$ cat src/rtl/controle_chamadas.sv
// Call scheduler and door sequencer for a 4-floor elevator: latches calls, picks direction
// with a SCAN policy, strobes one-floor moves and holds the door open at each served floor.
module controle_chamadas #(
    parameter int unsigned TEMPO_VIAGEM  = 8,
    parameter int unsigned TEMPO_PORTA   = 16,
    parameter int unsigned LARGURA_TIMER = 5
) (
    input  logic       clock,
    input  logic       reset_n,
    input  logic [1:0] andar_atual,
    input  logic [3:0] botoes,
    output logic       controle_subida_descida,
    output logic       mover,
    output logic       porta_aberta,
    output logic [3:0] chamadas_pendentes,
    output logic [1:0] estado
);

    localparam int unsigned NUM_ANDARES = 4;
    localparam logic [LARGURA_TIMER-1:0] RECARGA_VIAGEM = LARGURA_TIMER'(TEMPO_VIAGEM - 1);
    localparam logic [LARGURA_TIMER-1:0] RECARGA_PORTA  = LARGURA_TIMER'(TEMPO_PORTA - 1);

    typedef enum logic [1:0] {
        OCIOSO   = 2'b00,
        VIAJANDO = 2'b01,
        CHEGADA  = 2'b10,
        PORTA    = 2'b11
    } estado_t;

    estado_t                  estado_q, estado_d;
    logic [NUM_ANDARES-1:0]   pend_q, pend_d;
    logic                     dir_q, dir_d;
    logic [LARGURA_TIMER-1:0] timer_q, timer_d;
    logic                     mover_q, mover_d;
    logic                     porta_q, porta_d;

    logic                     acima, abaixo, aqui, frente, tras;
    logic [NUM_ANDARES-1:0]   limpa;

    // Pending calls relative to the current floor
    always_comb begin
        acima  = 1'b0;
        abaixo = 1'b0;
        for (int unsigned i = 0; i < NUM_ANDARES; i++) begin
            if (2'(i) > andar_atual) acima  = acima  | pend_q[i];
            if (2'(i) < andar_atual) abaixo = abaixo | pend_q[i];
        end
        aqui   = pend_q[andar_atual];
        frente = dir_q ? acima  : abaixo;
        tras   = dir_q ? abaixo : acima;
    end

    // Next-state, timer and call-clear decode
    always_comb begin
        estado_d = estado_q;
        dir_d    = dir_q;
        timer_d  = timer_q;
        limpa    = '0;

        unique case (estado_q)
            OCIOSO, CHEGADA: begin
                if (aqui) begin
                    limpa    = 4'b0001 << andar_atual;
                    estado_d = PORTA;
                    timer_d  = RECARGA_PORTA;
                end else if (frente) begin
                    estado_d = VIAJANDO;
                    timer_d  = RECARGA_VIAGEM;
                end else if (tras) begin
                    dir_d    = ~dir_q;
                    estado_d = VIAJANDO;
                    timer_d  = RECARGA_VIAGEM;
                end else begin
                    estado_d = OCIOSO;
                end
            end
            VIAJANDO: begin
                if (timer_q == '0) begin
                    estado_d = CHEGADA;
                end else begin
                    timer_d = timer_q - LARGURA_TIMER'(1);
                end
            end
            PORTA: begin
                // A fresh call at the open floor is absorbed by re-holding the door
                if (aqui) begin
                    limpa   = 4'b0001 << andar_atual;
                    timer_d = RECARGA_PORTA;
                end else if (timer_q == '0) begin
                    estado_d = OCIOSO;
                end else begin
                    timer_d = timer_q - LARGURA_TIMER'(1);
                end
            end
            default: estado_d = OCIOSO;
        endcase

        pend_d  = (pend_q | botoes) & ~limpa;
        mover_d = (estado_d == VIAJANDO) && (timer_d == '0);
        porta_d = (estado_d == PORTA);
    end

    always_ff @(posedge clock or negedge reset_n) begin
        if (!reset_n) begin
            estado_q <= OCIOSO;
            pend_q   <= '0;
            dir_q    <= 1'b1;
            timer_q  <= '0;
            mover_q  <= 1'b0;
            porta_q  <= 1'b0;
        end else begin
            estado_q <= estado_d;
            pend_q   <= pend_d;
            dir_q    <= dir_d;
            timer_q  <= timer_d;
            mover_q  <= mover_d;
            porta_q  <= porta_d;
        end
    end

    assign controle_subida_descida = dir_q;
    assign mover                   = mover_q;
    assign porta_aberta            = porta_q;
    assign chamadas_pendentes      = pend_q;
    assign estado                  = estado_q;

endmodule
$ cat config.mk
export PLATFORM = sky130hd
export DESIGN_NAME = controle_chamadas
export DESIGN_NICKNAME = d
export VERILOG_FILES = /design/src/rtl/controle_chamadas.sv
export SDC_FILE = /design/constraint.sdc
export NUM_CORES = 1
export LEC_CHECK = 0
export ABC_AREA = 0
export CAP_MARGIN = 40
export CORE_MARGIN = 8
export CORE_UTILIZATION = 49
export DETAILED_ROUTE_END_ITERATION = 6
export PLACE_DENSITY_LB_ADDON = 0.12
export RECOVER_POWER = 100
export SLEW_MARGIN = 20
export SYNTH_ARGS = -nofsm -noshare
export SYNTH_HDL_FRONTEND = slang
export SYNTH_SLANG_ARGS = --single-unit
$ cat constraint.sdc
create_clock -name clock -period 2.7 [get_ports clock]
set_input_delay 0.81 -clock clock [delete_from_list [all_inputs] [get_ports clock]]
set_output_delay 0.81 -clock clock [all_outputs]
set_load 0.01 [all_outputs]
## Word-level counts from Yosys, hierarchy flattened

Cells that the tools add are included.

| storage, ports and cells | value |
|---|---|
| register bits after elaboration | 14 |
| bits of input ports | 8 |
| output and inout bits | 9 |

| cells by class | value |
|---|---|
| add/subtract/negate cells | 1 |
| equality and inequality tests | 5 |
| shifts and indexed selects | 1 |
| order comparisons | 9 |
| mux-type cells | 27 |
| reductions and logical operators | 7 |
| bitwise logic cells | 12 |

Operators by type and width:

| operator | number |
|---|---|
| two-way mux 5 bit | 5 |
| one-hot mux 5 bit (3 select lines) | 1 |
| two-way mux 1 bit | 13 |
| zero test 5 bit | 2 |
| two-way mux 2 bit | 4 |
| two-way mux 4 bit | 2 |
| equality test 2 bit, second input constant | 3 |
| bitwise OR 1 bit | 6 |
| one-hot mux 2 bit (3 select lines) | 1 |
| subtractor 5 x 1 -> 5 bit, second input constant | 1 |
| bitwise AND 4 bit | 1 |
| equality test 2 x 1 -> 1 bit, second input constant | 2 |
| greater-than comparator 1 x 2 -> 1 bit, first input constant | 2 |
| greater-than comparator 2 bit, first input constant | 2 |
| < comparator 1 x 2 -> 1 bit, first input constant | 2 |
| < comparator 2 bit, first input constant | 2 |
| inverter 4 bit | 1 |
| bitwise OR 4 bit | 1 |
| AND reduction 4 bit | 1 |
| left shift 1 x 2 -> 4 bit, first input constant | 1 |
| < comparator 2 x 3 -> 1 bit, second input constant | 1 |
| inverter 1 bit | 3 |
| OR reduction 3 bit | 1 |
| binary-select mux 1 bit (select 2 bit) | 1 |
| 3 further kinds | 3 |

## Longest topological paths before layout

Gate-level depths: netlist (run 1).

| logic depth | value |
|---|---|
| word-level depth | 15 |
| depth in mapped cells | 7 |
| depth with buffers taken out | 7 |

## Least setup slack after synthesis (run 1)

OpenSTA, ideal clock, no wires.

| path | value |
|---|---|
| kind | input port to flip-flop |
| from | input andar_atual[1] |
| to | register timer_q[1] |
| slack | 299 ps |
| setup time | 121 ps |
| buffers on the path | 1 |
| data required time | 2,579 ps |
| arrival | 2,279 ps |
| stages | 6 |
| cells stage by stage | buf_6 -> mux4_2 -> or2_4 -> a21o_4 -> a22o_4 -> o22a_1 |

| on the way | value |
|---|---|
| word-level cells in the longest chain between the ends | 13 |
| elaborated cells on any way between the ends | 31 |

RTL lines:

| what | line | source |
|---|---|---|
| start: declaration | 10 | `input logic [1:0] andar_atual,` |
| greater-than comparator 1 x 2 -> 1 bit or < comparator 1 x 2 -> 1 bit (tied branches) | 45, 46 |  |
| two-way mux 1 bit, on equally long branches | 45, 46 |  |
| bitwise OR 1 bit, on equally long branches | 45, 46 |  |
| two-way mux 1 bit, on equally long branches | 45, 46 |  |
| bitwise OR 1 bit, on equally long branches | 45, 46 |  |
| two-way mux 1 bit, on equally long branches | 45, 46 |  |
| bitwise OR 1 bit, on equally long branches | 45, 46 |  |
| two-way mux 1 bit, on equally long branches | 45, 46 |  |
| two-way mux 1 bit | 50 | `tras = dir_q ? abaixo : acima;` |
| two-way mux 5 bit | 69 | `end else if (tras) begin` |
| two-way mux 5 bit | 66 | `end else if (frente) begin` |
| two-way mux 5 bit | 62 | `if (aqui) begin` |
| one-hot mux 5 bit (3 select lines) * | 60 | `unique case (estado_q)` |
| net timer_d[1] | 33 | `logic [LARGURA_TIMER-1:0] timer_q, timer_d;` |
| end signal: assignment | 115 | `timer_q <= timer_d;` |
| end: declaration | 33 |  |

Mark *: on every way through the listed nets, which the timed path passes. The rest lies on a longest branch. The select of a mux whose other input is x is not followed.
A chain may end at the register's enable or synchronous reset.

## Worst setup path after layout (run 1)

| path | value |
|---|---|
| from | input andar_atual[0] |
| to | register timer_q[1] |

The elaborated chain is that of the path after synthesis.

==> qor.yml, run 1 <==
status: "finished clean"
crit_arrival_ps: 2710
sequentialPowerShare_pct: 43.2
fin_crit_ps: 2530
worst_pin_slew_ps: 609
slew_violations: 0
drive_above_1_share_pct: 18.1
htreeDepth: 1
leakagePower_nw: 0.437
final_nets: 126
row_count: 14
grt_setup_unrepaired: "false"
grt_use_total_pct: 12.6
r2r_slack_ps: 680
regArea_sq_um: 352
skew_ps: 6.13
ys_warn_count: 0
synth_cell_types: 33
cts.sinks: 14
whs_path_depth: 2
crit_required_ps: 2880
reg2reg_depth: 5
cts-resized-gates: 1
diodes: 0
p_clk_share_pct: 22.7
finalSetupViolations: 0
grt_start_max_net_pins: 15
fp.dieW_microns: 56.9
worstSetupStartpointType: "input port"
final_cell_mix: "dfrtp_1, nor2_1, dlygate4sd3_1, a21oi_1, buf_4"
hold_path_end: "controle_subida_descida"
root_buffer: "clkbuf_4"
start_util_pct: 53.1
dieArea_sq_um: 3230
p_switching_uw: 247
syn-num-nets: 97
rr_startpoint: "chamadas_pendentes[1]"
drt_first_pass_iters: 4
timing.rr.end: "timer_q[1]"
path_clk_slew_ps: 90
wl_mm: 1.97
hold_buffers: 0
ios: 17
worstPathMaxFanout: 4
drt-wirelength-per-cell_microns: 14.9
antenna_found_initial: 0
seq_area_frac_synth_pct: 43.0
drtAntennaViolNets: 0
vias_per_cell: 5.86
tns_ps: 0
synth_edf_count: 0
finalPower_uw: 695
cts_tree: "done"
drv_cap: 0
worstSetupEndpointType: "register"
fp.dieH_microns: 56.9
synth_area_sq_um: 818
dp_hpwl_mm: 1.44
grt_pass1_vias: 784
multi_input_area_sq_um: 398
irDropWorstVdd_mv: 0.397
vias: 774
period_share_pct: 93.9
clockBufferDepth: 2
hold_viol: 0
syn_area_per_cell_sq_um: 9.30
synthFlopType: "dfrtp_1"
final_common_cell: "dfrtp_1"
p_sw_share_pct: 35.6
min_path_type: "reg2reg"
p_per_area_nw_per_um2: 654
intPower_uw: 447
setup_ws_ps: 165
core_area_sq_um: 1540
grt_pass1_wl_mm: 3.39
overflow: 0
gp_congestion: 0.880
worstSetupPathType: "in2reg"
syn_inst: 88
pre_cts_ws_ps: -323
syn2layout_area_growth_pct: 29.8
maxSlewHeadroom_pct: 59.3
async_flop_share_pct: 100
power.share.combinational_pct: 34.1
insertion_delay_ps: 290
synth_seq_cells: 14
hold_path_startpoint: "controle_subida_descida"
drtIter0Drc: 22
portBuffers: 16
crit_start: "andar_atual[0]"
post-route-drc-count: 0
fmax_ghz: 0.395
post_cts_buffers: 0
cts_buffers: 3
nFillCells: 130
==> metrics by stage <==
stage          hold slack (ps)  utilization [%]  cell area, sq um  cells
3_5_place_dp               507             68.6              1060    128
3_3_place_gp               492             68.6              1060    128
5_1_grt                    586             68.9              1060    132
2_1_floorplan              475                -               818     88
6_report                   518             68.9              1060    132
4_1_cts                    521             70.9              1090    132
==> logic make-up (layout without fill, tap and decap cells) <==
logic type | Yosys count | in the layout | share of synthesized area, %
AND/OR/NAND/NOR | 33 | 33 | 19.9
AO/OA/AOI/OAI | 29 | 29 | 26.3
flip-flops | 14 | 14 | 43.0
buffers and inverters | 9 | 37 | 5.20
multiplexers | 2 | 2 | 4.13
adder cells (fa/ha/maj) | 1 | 1 | 1.53
==> worst max-delay path by stage <==
stage | slack (ps) | to | depth (start not counted)
after floorplan | 300 | timer_q[1] | 6
after global placement | -310 | timer_q[1] | 6
after detailed placement | -320 | timer_q[1] | 6
after CTS | 210 | timer_q[1] | 6
after global routing | 80 | timer_q[1] | 6
final | 170 | timer_q[1] | 6
==> flip-flops by register name, indices dropped and copies added, names as in the netlist <==
name	cells
timer_q	5
chamadas_pendentes	4
estado	2
controle_subida_descida	1
mover	1
porta_aberta	1
==> worst max-delay path, stage by stage <==
cell and delay [ps]:
dlygate4sd3_1 600, inv_1 80, or4_1 550, a21o_2 240, a22o_2 240, o22a_1 200
==> layer usage <==
metal  part of all wire, %  GRT usage (%)
met3                   6.1           3.15
met4                   2.0           4.03
met1                    46           16.0
met2                    46           20.1
met5                     0              0
==> power groups by stage <==
stage | Clock (mW) | Sequential [mW] | Combinational [mW]
floorplan | 0 | 0.301 | 0.132
global placement | 0 | 0.300 | 0.245
detailed placement | 0 | 0.303 | 0.247
CTS | 0.157 | 0.300 | 0.252
global route | 0.163 | 0.307 | 0.267
finish | 0.157 | 0.300 | 0.237
==> cell usage after synthesis (2+ instances only) <==
library cell / instances / area [sq um]
o22a_1: 2 / 17.5
nand2_1: 7 / 26.3
a21oi_1: 9 / 45.0
o21ai_0: 6 / 30.0
nand3_1: 2 / 10.0
inv_1: 7 / 26.3
nor3_1: 3 / 15.0
dfrtp_1: 13 / 325
a41oi_1: 4 / 35.0
nor2_1: 11 / 41.3
or2_2: 2 / 12.5
==> final cells by class <==
type | instances | area share (%)
Multi-Input combinational cell | 65 | 37.5
Sequential cell | 14 | 33.1
Timing Repair Buffer | 26 | 21.7
Clock buffer | 4 | 3.42
Inverter | 7 | 2.47
Tap cell | 16 | 1.88
Power figures use the tool's default switching activity.
==> inputs of run 2 (changes only) <==
- clock period: 2.7 -> 2.72 ns (I/O delays scaled with it)
==> run 2 against run 1 <==
  * Wire length hardly changed
  * Sequential share of layout area stayed put
  * Die area stayed put
  * Global-route usage stayed put
  * Hold slack hardly changed
  * Design area stayed put
  * Core utilization stayed put
  * Worst setup slack better by 14 ps
  * Combinational power hardly changed
  * First-iteration DRC count stayed put
  * Sequential power hardly changed
  * Clock power hardly changed
==> qor.yml, run 2 (synthesized netlist as in run 1, its figures left out) <==
status: "finished clean"
hold_viol: 0  # unchanged
final_cell_mix: "dfrtp_1, nor2_1, dlygate4sd3_1, a21oi_1"
finalSetupViolations: 0  # unchanged
regMostFlops: "timer_q"
wl_mm: 1.97  # about the same
vias_per_cell: 5.86  # unchanged
slew_violations: 0  # unchanged
cts_tree: "done"
gp_congestion: 0.880  # unchanged
htreeDepth: 1  # unchanged
period_share_pct: 93.4
core_area_sq_um: 1540  # unchanged
diodes: 0  # unchanged
drt_first_pass_iters: 4  # unchanged
dp_hpwl_mm: 1.44  # unchanged
fmax_ghz: 0.394
grt_pass1_wl_mm: 3.39  # unchanged
cts_buffers: 3  # unchanged
portBuffers: 16  # unchanged
place_inst: 128  # unchanged
nFillCells: 130  # unchanged
overflow: 0  # unchanged
path_clk_slew_ps: 90  # about the same
row_count: 14  # unchanged
setup_ws_ps: 179  # +14.0 ps
syn2layout_area_growth_pct: 29.8  # unchanged
worstSetupEndpointType: "register"
min_path_type: "reg2reg"
grt_start_max_net_pins: 15  # unchanged
drt-wirelength-per-cell_microns: 14.9  # about the same
worst_pin_slew_ps: 609  # -0.0344 ps
grt_setup_unrepaired: "false"
pre_cts_ws_ps: -309  # +14.0 ps
final_nets: 126  # unchanged
vias: 774  # unchanged
worstPathMaxFanout: 4  # unchanged
drtIter0Drc: 22  # unchanged
drive_above_1_share_pct: 18.1  # unchanged
maxSlewHeadroom_pct: 59.3  # about the same
grt_pass1_vias: 784  # unchanged
dieArea_sq_um: 3230  # unchanged
post-route-drc-count: 0  # unchanged
finalNonFillerCells: 132  # unchanged
drv_cap: 0  # unchanged
fp.dieH_microns: 56.9  # unchanged
design_area_sq_um: 1060  # unchanged
drtAntennaViolNets: 0  # unchanged
ios: 17  # unchanged
clockBufferDepth: 2  # unchanged
antenna_found_initial: 0  # unchanged
skew_ps: 6.09  # -0.0337 ps
crit_required_ps: 2900  # +20 ps
final_common_cell: "dfrtp_1"
fin_crit_ps: 2540
fp.dieW_microns: 56.9  # unchanged
placed_area_sq_um: 1060  # unchanged
crit_arrival_ps: 2720  # about the same
leakagePower_nw: 0.436  # -0.13%
post_cts_buffers: 0  # unchanged
largest_reg_flops: 5  # unchanged
p_per_area_nw_per_um2: 649  # -0.74%
root_buffer: "clkbuf_4"
worstSetupPathType: "in2reg"
tns_ps: 0  # unchanged
start_util_pct: 53.1  # unchanged
cts.sinks: 14  # unchanged
irDropWorstVdd_mv: 0.394  # -0.74%
insertion_delay_ps: 290  # about the same
grt_use_total_pct: 12.6  # unchanged
worstSetupStartpointType: "input port"
run 2: layout make-up:
type	instances	area, sq um	share of cell area [%]
Multi-Input combinational cell	65	398	37.5
Sequential cell	14	352	33.1
Timing Repair Buffer	26	230	21.7
Clock buffer	4	36.3	3.42
Inverter	7	26.3	2.47
Tap cell	16	20.0	1.88
run 2: worst paths after layout:
check / start / slack [ps] / end / cells past startpoint
worst max-delay path: andar_atual[0] / 180 / timer_q[1] / 6
worst min-delay path: controle_subida_descida / 520 / controle_subida_descida / 2
worst max register to register: chamadas_pendentes[1] / 700 / timer_q[1] / 5
worst min register to register: controle_subida_descida / 520 / controle_subida_descida / 2
max in group asynchronous: reset_n / 1360 / porta_aberta / 1
min in group asynchronous: reset_n / 960 / chamadas_pendentes[0] / 1
run 2: routing by layer:
layer / part of all wire [%] / GRT usage, %
met1: 46 / 16.0
met2: 46 / 20.1
met3: 6.1 / 3.15
met4: 2.0 / 4.03
met5: 0 / 0
run 2: repair_timing:
| action | CTS | global route |
|---|---|---|
| endpoints found under the hold margin | 0 | 0 |
| endpoints found under the setup margin | 1 | 0 |
| gates resized for setup | 1 | 0 |
| hold buffers | 0 | 0 |
run 2: where the power goes:
group	leakage, nW	internal [mW]	switching [mW]
clock	0.0210	0.0816	0.0747
combinational	0.267	0.116	0.120
sequential	0.148	0.247	0.0511
total	0.436	0.444	0.246
run 2: critical path, stage by stage:
cell and delay (ps):
dlygate4sd3_1 600, inv_1 80, or4_1 550, a21o_2 240, a22o_2 240, o22a_1 200
run 2: stage by stage:
stage | util, % | power [mW] | hold WS, ps
final | 68.9 | 0.690 | 518
after global routing | 68.9 | 0.731 | 586
after CTS | 70.9 | 0.704 | 521
after detailed placement | 68.6 | 0.546 | 507
after global placement | 68.6 | 0.542 | 492
after floorplan | - | 0.430 | 475
==> inputs of run 3 (changes only) <==
- GPL_TIMING_DRIVEN: unset -> 0
==> run 3 against run 2 <==
  * Flip-flop and latch count stayed put
  * Wire length is 6.8% lower
  * Cell count is 6.8% lower
  * Register-to-register slack hardly changed
  * Largest cell class unchanged
  * First-iteration DRC count is 9.1% lower
  * Global-route usage is 0.90 points lower
  * Core utilization is 4.8 points lower
  * Hold slack worse by 1.7 ps
  * Design area is 6.9% lower
  * Sequential share of layout area is 2.5 points higher
==> qor.yml, run 3 (synthesized netlist as in run 1, its figures left out) <==
path_clk_slew_ps: 80  # about the same
fp.dieW_microns: 56.9  # unchanged
p_per_area_nw_per_um2: 639  # -1.6%
grt_pass1_wl_mm: 3.04  # -10%
grt_use_total_pct: 11.7  # -0.90 points
grt_pass1_vias: 695  # -11%
drtIter0Drc: 20  # -9.1%
hold_buffers: 0  # unchanged
nFillCells: 148  # +14%
drt-wirelength-per-cell_microns: 14.9  # about the same
dp_hpwl_mm: 1.38  # -4.1%
fin_util_pct: 64.1  # -4.8 points
hold_viol: 0  # unchanged
irDropWorstVdd_mv: 0.569  # +44%
slowest_delay_ps: 590  # about the same
drv_cap: 0  # unchanged
maxSlewHeadroom_pct: 59.1  # -0.19 points
largest_reg_flops: 5  # unchanged
diodes: 0  # unchanged
fmax_ghz: 0.385  # -2.2%
post_cts_buffers: 0  # unchanged
cp_cell_sequence: "clkdlybuf4s50_1, inv_1, or4_1, nand2_1, a31oi_1, o32a_1, a211oi_1"
worst_pin_slew_ps: 612  # +2.90 ps
gp_congestion: 0.886  # +0.69%
dieArea_sq_um: 3230  # unchanged
antenna_found_initial: 0  # unchanged
row_count: 14  # unchanged
fin_crit_ps: 2600  # +57.4 ps
regMostFlops: "timer_q"
crit_arrival_ps: 2790  # +70 ps
root_buffer: "clkbuf_4"
vias_per_cell: 5.88  # +0.25%
drt_first_pass_iters: 4  # unchanged
insertion_delay_ps: 280  # about the same
crit_required_ps: 2910  # about the same
cp_slowest_cell: "clkdlybuf4s50_1"
portBuffers: 15  # -1
wl_mm: 1.84  # -6.8%
worstPathMaxFanout: 6  # +2
cts-resized-gates: 0  # -1
fin_hold_ws_ps: 516  # -1.72 ps
overflow: 0  # unchanged
slew_violations: 0  # unchanged
final_nets: 117  # -7.1%
leakagePower_nw: 0.389  # -11%
final_cell_mix: "dfrtp_1, nor2_1, dlygate4sd3_1, a21oi_1"
status: "finished clean"
multi_input_area_sq_um: 398  # unchanged
cts.sinks: 14  # unchanged
drive_above_1_share_pct: 10.3  # -7.8 points
ios: 17  # unchanged
clockBufferDepth: 2  # unchanged
post-route-drc-count: 0  # unchanged
regArea_sq_um: 352  # unchanged
start_util_pct: 53.1  # unchanged
fp.dieH_microns: 56.9  # unchanged
final_common_cell: "dfrtp_1"
drtAntennaViolNets: 0  # unchanged
worstSetupPathType: "in2reg"
skew_ps: 3.29  # -2.80 ps
period_share_pct: 95.5  # +2.1 points
cts_tree: "done"
syn2layout_area_growth_pct: 20.8
finalSetupViolations: 0  # unchanged
vias: 723  # -6.6%
worstSetupEndpointType: "register"
worstSetupStartpointType: "input port"
grt_setup_unrepaired: "false"
core_area_sq_um: 1540  # unchanged
htreeDepth: 1  # unchanged
grt_start_max_net_pins: 15  # unchanged
cts_buffers: 3  # unchanged
min_path_type: "reg2reg"
==> run 3: cell types whose count changed in the layout (fill, tap and decap cells not counted), sizes merged <==
cell,delta
clkdlybuf4s50,+1
dlygate4sd2,-1
dlygate4sd3,-1
buf,-5
clkbuf,-3
==> run 3: worst max-delay path: cells and delay by family <==
family | cells | cell delay [ps]
AND/OR/NAND/NOR | 2 | 680
buffers and inverters | 2 | 720
AO/OA/AOI/OAI | 3 | 580
==> run 3: metrics by stage <==
step | worst slack (ps) | instance area (sq um) | instances | power (mW) | TNS, ps
CTS | 166 | 1010 | 123 | 0.650 | 0
finish | 122 | 988 | 123 | 0.632 | 0
detailed placement | -129 | 988 | 119 | 0.526 | -394
global placement | -114 | 988 | 119 | 0.518 | -337
floorplan | 313 | 818 | 88 | 0.430 | 0
global route | 56.0 | 988 | 123 | 0.676 | 0
==> run 3: final cells by class <==
cell class / instances / area share, %
Sequential cell: 14 / 35.6
Clock buffer: 4 / 2.66
Tap cell: 16 / 2.03
Inverter: 7 / 2.66
Buffer: 2 / 1.65
Timing Repair Buffer: 15 / 15.2
Multi-Input combinational cell: 65 / 40.3
==> run 3: per-layer routing <==
| metal | up-vias | global-route usage [%] | routed length (microns) |
|---|---|---|---|
| met2 | 15 | 17.7 | 793 |
| met3 | 4 | 3.82 | 125 |
| met5 | - | 0 | 0 |
| li1 | 359 | - | - |
| met1 | 345 | 14.2 | 873 |
| met4 | 0 | 6.04 | 42 |
==> run 3: where the power goes <==
part           internal (mW)  leakage (nW)  switching [mW]  total [mW]
sequential             0.247         0.148          0.0496       0.297
combinational         0.0996         0.225           0.112       0.212
clock                 0.0569        0.0150          0.0660       0.123
total                  0.403         0.389           0.228       0.632
==> run 3: final timing paths <==
check / end / startpoint / slack [ps] / cells after the start
max: mover / andar_atual[0] / 120 / 7
min: controle_subida_descida / controle_subida_descida / 520 / 2
max reg2reg: timer_q[1] / chamadas_pendentes[3] / 690 / 5
min reg2reg: controle_subida_descida / controle_subida_descida / 520 / 2
max in group asynchronous: timer_q[2] / reset_n / 1340 / 1
min in group asynchronous: chamadas_pendentes[2] / reset_n / 980 / 1
==> RTL change 1, RTL diff (flow settings as in run 2) <==
Register the inputs `andar_atual` and `botoes` before use. The logic sees them one clock later.
--- a/src/rtl/controle_chamadas.sv
+++ b/src/rtl/controle_chamadas.sv
@@ -27,6 +27,14 @@
         PORTA    = 2'b11
     } estado_t;
 
+    logic [1:0] andar_atual_q;
+    logic [3:0] botoes_q;
+
+    always_ff @(posedge clock) begin
+        andar_atual_q <= andar_atual;
+        botoes_q      <= botoes;
+    end
+
     estado_t                  estado_q, estado_d;
     logic [NUM_ANDARES-1:0]   pend_q, pend_d;
     logic                     dir_q, dir_d;
@@ -42,10 +50,10 @@
         acima  = 1'b0;
         abaixo = 1'b0;
         for (int unsigned i = 0; i < NUM_ANDARES; i++) begin
-            if (2'(i) > andar_atual) acima  = acima  | pend_q[i];
-            if (2'(i) < andar_atual) abaixo = abaixo | pend_q[i];
+            if (2'(i) > andar_atual_q) acima  = acima  | pend_q[i];
+            if (2'(i) < andar_atual_q) abaixo = abaixo | pend_q[i];
         end
-        aqui   = pend_q[andar_atual];
+        aqui   = pend_q[andar_atual_q];
         frente = dir_q ? acima  : abaixo;
         tras   = dir_q ? abaixo : acima;
     end
@@ -60,7 +68,7 @@
         unique case (estado_q)
             OCIOSO, CHEGADA: begin
                 if (aqui) begin
-                    limpa    = 4'b0001 << andar_atual;
+                    limpa    = 4'b0001 << andar_atual_q;
                     estado_d = PORTA;
                     timer_d  = RECARGA_PORTA;
                 end else if (frente) begin
@@ -84,7 +92,7 @@
             PORTA: begin
                 // A fresh call at the open floor is absorbed by re-holding the door
                 if (aqui) begin
-                    limpa   = 4'b0001 << andar_atual;
+                    limpa   = 4'b0001 << andar_atual_q;
                     timer_d = RECARGA_PORTA;
                 end else if (timer_q == '0) begin
                     estado_d = OCIOSO;
@@ -95,7 +103,7 @@
             default: estado_d = OCIOSO;
         endcase
 
-        pend_d  = (pend_q | botoes) & ~limpa;
+        pend_d  = (pend_q | botoes_q) & ~limpa;
         mover_d = (estado_d == VIAJANDO) && (timer_d == '0);
         porta_d = (estado_d == PORTA);
     end
Formal check against the unedited RTL: not equivalent (a bounded check fails within 4 cycles, from zero or initial values and one cycle with reset_n low).
==> RTL change 1 against run 2 <==
  * Wire length shrank 3.6%
  * Clock power grew 53%
  * Synthesized cell count grew 8.0%
  * Utilization shrank 3.5 points
  * Design area grew 7.4%
  * Sequential cell count grew 6
  * Via count shrank 3.1%
  * Total power grew 19%
  * Area after synthesis grew 12%
  * Worst setup slack gained 0.28 ns
  * Largest power group unchanged
==> RTL change 1: results (changes against run 2) <==
Run status
  • Status: finished, final reports clean

Setup path
  • Worst setup endpoint: controle_subida_descida
  • Worst Path Max Fanout: 3 (-1)
  • Critical Path Source: controle_subida_descida
  • Worst r2r dst: timer_q[0]
  • FF-to-FF Start: andar_atual_q[1]
  • CP startpoint kind: flip-flop
  • Crit path DAT: 1.44 ns (-1.28 ns)

Layout
  • Clock-cell share: 4.61% (+1.2 points)
  • Layout non-clock buf frac: 14.0% (-7.6 points)
  • # clk buffers: 3 (-1)
  • Inverters: 5 (-2)
  • Max reg flops: 5 (unchanged)
  • Share of layout cells above drive strength 1: 7.89% (-10 points)
  • Signal buffers: 16 (-38%)
  • Count of multi-input gates: 69 (+6.2%)
  • FF+latch area: 472 µm² (+34%)
  • Multi-input gate share of total cell area: 35.6% (-1.8 points)
  • Fillers: 132 (+1.5%)
  • Nets: 124 (-1.6%)

Synthesis
  • Synth top area cells: dfrtp_1 (36%), dfxtp_1 (13%), nor2_1 (5.3%)
  • Synth top cells by count: dfrtp_1 (13), nor2_1 (13), nand2_1 (9), a21oi_1 (8), o21ai_0 (8)
  • Sequential fraction of the synthesis area: 51.5% (+8.5 points)
  • Post-Syn Nets: 104 (+7.2%)
  • Cell variety after synth: 30 (-9.1%)
  • Synth Instances: 95 (+8.0%)
  • Post-synth ARST share: 70.0% (-30 points)
  • Yosys reg bits: 20 (+6)

Routing
  • Drt wl/cell: 13.6 µm (-8.5%)
  • Via count: 750 (-3.1%)
  • Pre-Repair DR Iteration Count: 4 (unchanged)
  • Drt first-iter violations: 30 (+36%)
  • Drt via density: 5.40 (-8.0%)

Hold path
  • Hold EP: chamadas_pendentes[0]
  • Hold path depth: 2 (unchanged)
  • Hold Path Class: reg -> reg
  • Min-delay src: botoes_q[0]

Clock tree
  • Post-cts resize count: 0 (-1)
  • Post-CTS setup buffers: 0 (unchanged)
  • Clock slew at reported path FFs: 0.11 ns (+0.02 ns)
  • Clock Latency Late Sink: 0.29 ns (about the same)

Timing
  • Worst setup margin: 0.462 ns (+0.283 ns)
  • Worst-margin pin slew: 0.640 ns (+0.0309 ns)
  • Hold_ws: 0.455 ns (-0.0633 ns)

GRT
  • First-pass GRT wire length: 3.29 mm (-3.0%)
  • Number of global-route vias before repair: 709 (-9.6%)

Floorplanning
  • Row count: 15 (+1)

Power
  • VDD IR max: 0.356 mV (-9.8%)
  • Leak: 0.000454 µW (+4.2%)
  • Pwr/cell area: 718 nW/µm² (+11%)

Place
  • Final HPWL DP: 1.40 mm (-2.8%)
  • Routability cong.: 0.872 (-0.95%)
  • Placed insts: 135 (+5.5%)
  • Placed Area: 1100 µm² (+4.3%)
  • Pre-CTS setup slack: 0.821 ns (+1.13 ns)
[RTL change 1: cell families (layout without fill, tap and decap cells)]
kind of cell / Yosys count / in the layout / share of synthesized area [%]
AOI/OAI and AO/OA: 29 / 29 / 20.6
xor gates and xnor gates: 1 / 1 / 0.956
adders and majority gates: 1 / 1 / 1.37
buffers and inverters: 6 / 25 / 2.60
DFF: 20 / 20 / 51.5
muxes: 2 / 2 / 3.69
and+or+nand+nor: 36 / 36 / 19.3
[RTL change 1: routing by layer]
metal / vias to the layer above / part of all wire (%) / track usage [%]
li1: 378 / - / -
met2: 28 / 41 / 16.2
met5: - / 0 / 0
met4: 0 / 0.53 / 3.07
met3: 2 / 7.5 / 3.04
met1: 342 / 51 / 18.1
[RTL change 1: power by group]
group          switching (µW)  leakage (µW)  internal [µW]
clock                    89.8     0.0000279            149
sequential               47.1      0.000197            334
combinational             105      0.000229           95.6
==> RTL change 2, RTL diff (settings of run 2) <==
Without the edit above. `LARGURA_TIMER`: 5 -> 6.
--- a/src/rtl/controle_chamadas.sv
+++ b/src/rtl/controle_chamadas.sv
@@ -3,7 +3,7 @@
 module controle_chamadas #(
     parameter int unsigned TEMPO_VIAGEM  = 8,
     parameter int unsigned TEMPO_PORTA   = 16,
-    parameter int unsigned LARGURA_TIMER = 5
+    parameter int unsigned LARGURA_TIMER = 6
 ) (
     input  logic       clock,
     input  logic       reset_n,
Check against the original RTL: no difference found for any inputs over 10 cycles, from zero or initial values and one cycle with reset_n low; that may be too few to reach the edited logic, so the function may still have changed.
==> RTL change 2 against run 2 <==
  * Area after synthesis is 7.2% higher
  * Die area is 5.1% higher
  * Total power hardly changed
  * Clock power is 19% lower
  * Design area is 7.8% higher
  * Wire length is 4.2% lower
  * Count of clock-buffer cells in the layout stayed put
  * Global-route usage is 0.28 points lower
  * Sequential cell count is 1 higher
  * Worst setup slack worse by 0.090 ns
  * Sequential power is 6.7% higher
  * First-iteration DRC count is 27% higher
  * Critical endpoint is now mover
==> RTL change 2: results (changes against run 2) <==
Run status
  • Status: finished, final reports clean

Timing
  • Layout Skew: 0.00164 ns (-0.00445 ns)
  • Worst-margin pin slew: 0.668 ns (+0.0594 ns)

Synthesis
  • Synth Instances: 92 (+4.5%)
  • Area share of fa/ha/maj cells after synthesis: 2.85% (+1.3 points)
  • Post-synthesis compound-gate area fraction: 24.5% (-1.8 points)
  • Synth top area cells: dfrtp_1 (40%), a21oi_1 (5.7%), nor2_1 (4.7%)
  • Cell variety after synth: 36 (+9.1%)
  • Xor/xnor share of the synthesized area: 2.00% (+2.0 points)
  • Sequential fraction of the synthesis area: 42.9% (about the same)
  • Post-synthesis mux area share: 2.57% (-1.6 points)
  • Synth top cells by count: dfrtp_1 (14), nor2_1 (11), a21oi_1 (10), inv_1 (7), o21ai_0 (6)

Place
  • Routability cong.: 0.836 (-5.0%)
  • Final HPWL DP: 1.50 mm (+4.3%)
  • Placed Area: 1120 µm² (+6.4%)
  • Pre-CTS setup slack: -0.264 ns (+0.0457 ns)
  • Placed insts: 141 (+10%)

Setup path
  • CP top delay family: simple AND/OR/NAND/NOR gates
  • Worst Path Max Fanout: 7 (+3)
  • Slowest stage delay, CP: 0.64 ns (+0.04 ns)
  • Worst path slowest cell: or4b_2
  • Crit path DAT: 2.81 ns (+0.09 ns)

Routing
  • Met2 wire length: 848 µm (-6.1%)
  • Via count: 780 (+0.78%)
  • Drt first-iter violations: 28 (+27%)
  • Final wirelength: 1.89 mm (-4.2%)

Layout
  • Max reg flops: 6 (+1)
  • Share of layout cells above drive strength 1: 20.8% (+2.7 points)
  • Nets: 131 (+4.0%)
  • Fillers: 144 (+11%)

GRT
  • GRT met2 Usage: 18.1% (-2.0 points)
  • Largest net degree at the start of global routing: 16 (+1)
  • All-layer global routing usage: 12.3% (-0.28 points)
  • Number of global-route vias before repair: 738 (-5.9%)
  • GR Util met1: 17.1% (+1.0 points)
  • First-pass GRT wire length: 3.32 mm (-2.2%)
  • Met3 usage: 3.48% (+0.33 points)

Power
  • P_int: 446 µW (+0.41%)
  • Net switching power figure: 244 µW (-0.79%)
  • Seq group: 318 µW (+6.7%)
  • Comb power frac: 35.7% (+1.6 points)
  • VDD IR max: 0.347 mV (-12%)
  • Leak: 0.000437 µW (+0.28%)

Clock tree
  • Clock Latency Late Sink: 0.27 ns (-0.02 ns)
==> RTL change 2: changes by cell type after synthesis, moves of 2 or more <==
cell      change
nand2_1       -2
a31oi_1       +2
a41oi_1       -4
a211oi_1      +2
or2b_2        +2
or2_2         -2
==> RTL change 2: area by class of cell <==
cell class	instances	area [µm²]	area share (%)
multi-input combinational	68	455	39.8
sequential	15	377	32.9
timing repair buffer	26	229	20.0
tap	25	31.3	2.73
clock buffer	4	26.3	2.30
inverter	7	26.3	2.30
==> RTL change 2: final timing paths <==
path                                      endpoint  cells after the start  slack, ns
setup / recovery                             mover                      7       0.09
hold / removal             controle_subida_descida                      2       0.53
setup reg to reg                             mover                      5       0.68
hold reg to reg            controle_subida_descida                      2       0.53
max in group asynchronous               timer_q[3]                      1       1.29
min in group asynchronous    chamadas_pendentes[0]                      1       1.01
==> RTL change 2: tightest hold or removal path: stages (launching register included) <==
cell	delay, ns
dfstp_2	0.38
o31ai_1	0.05
o21ai_0	0.09
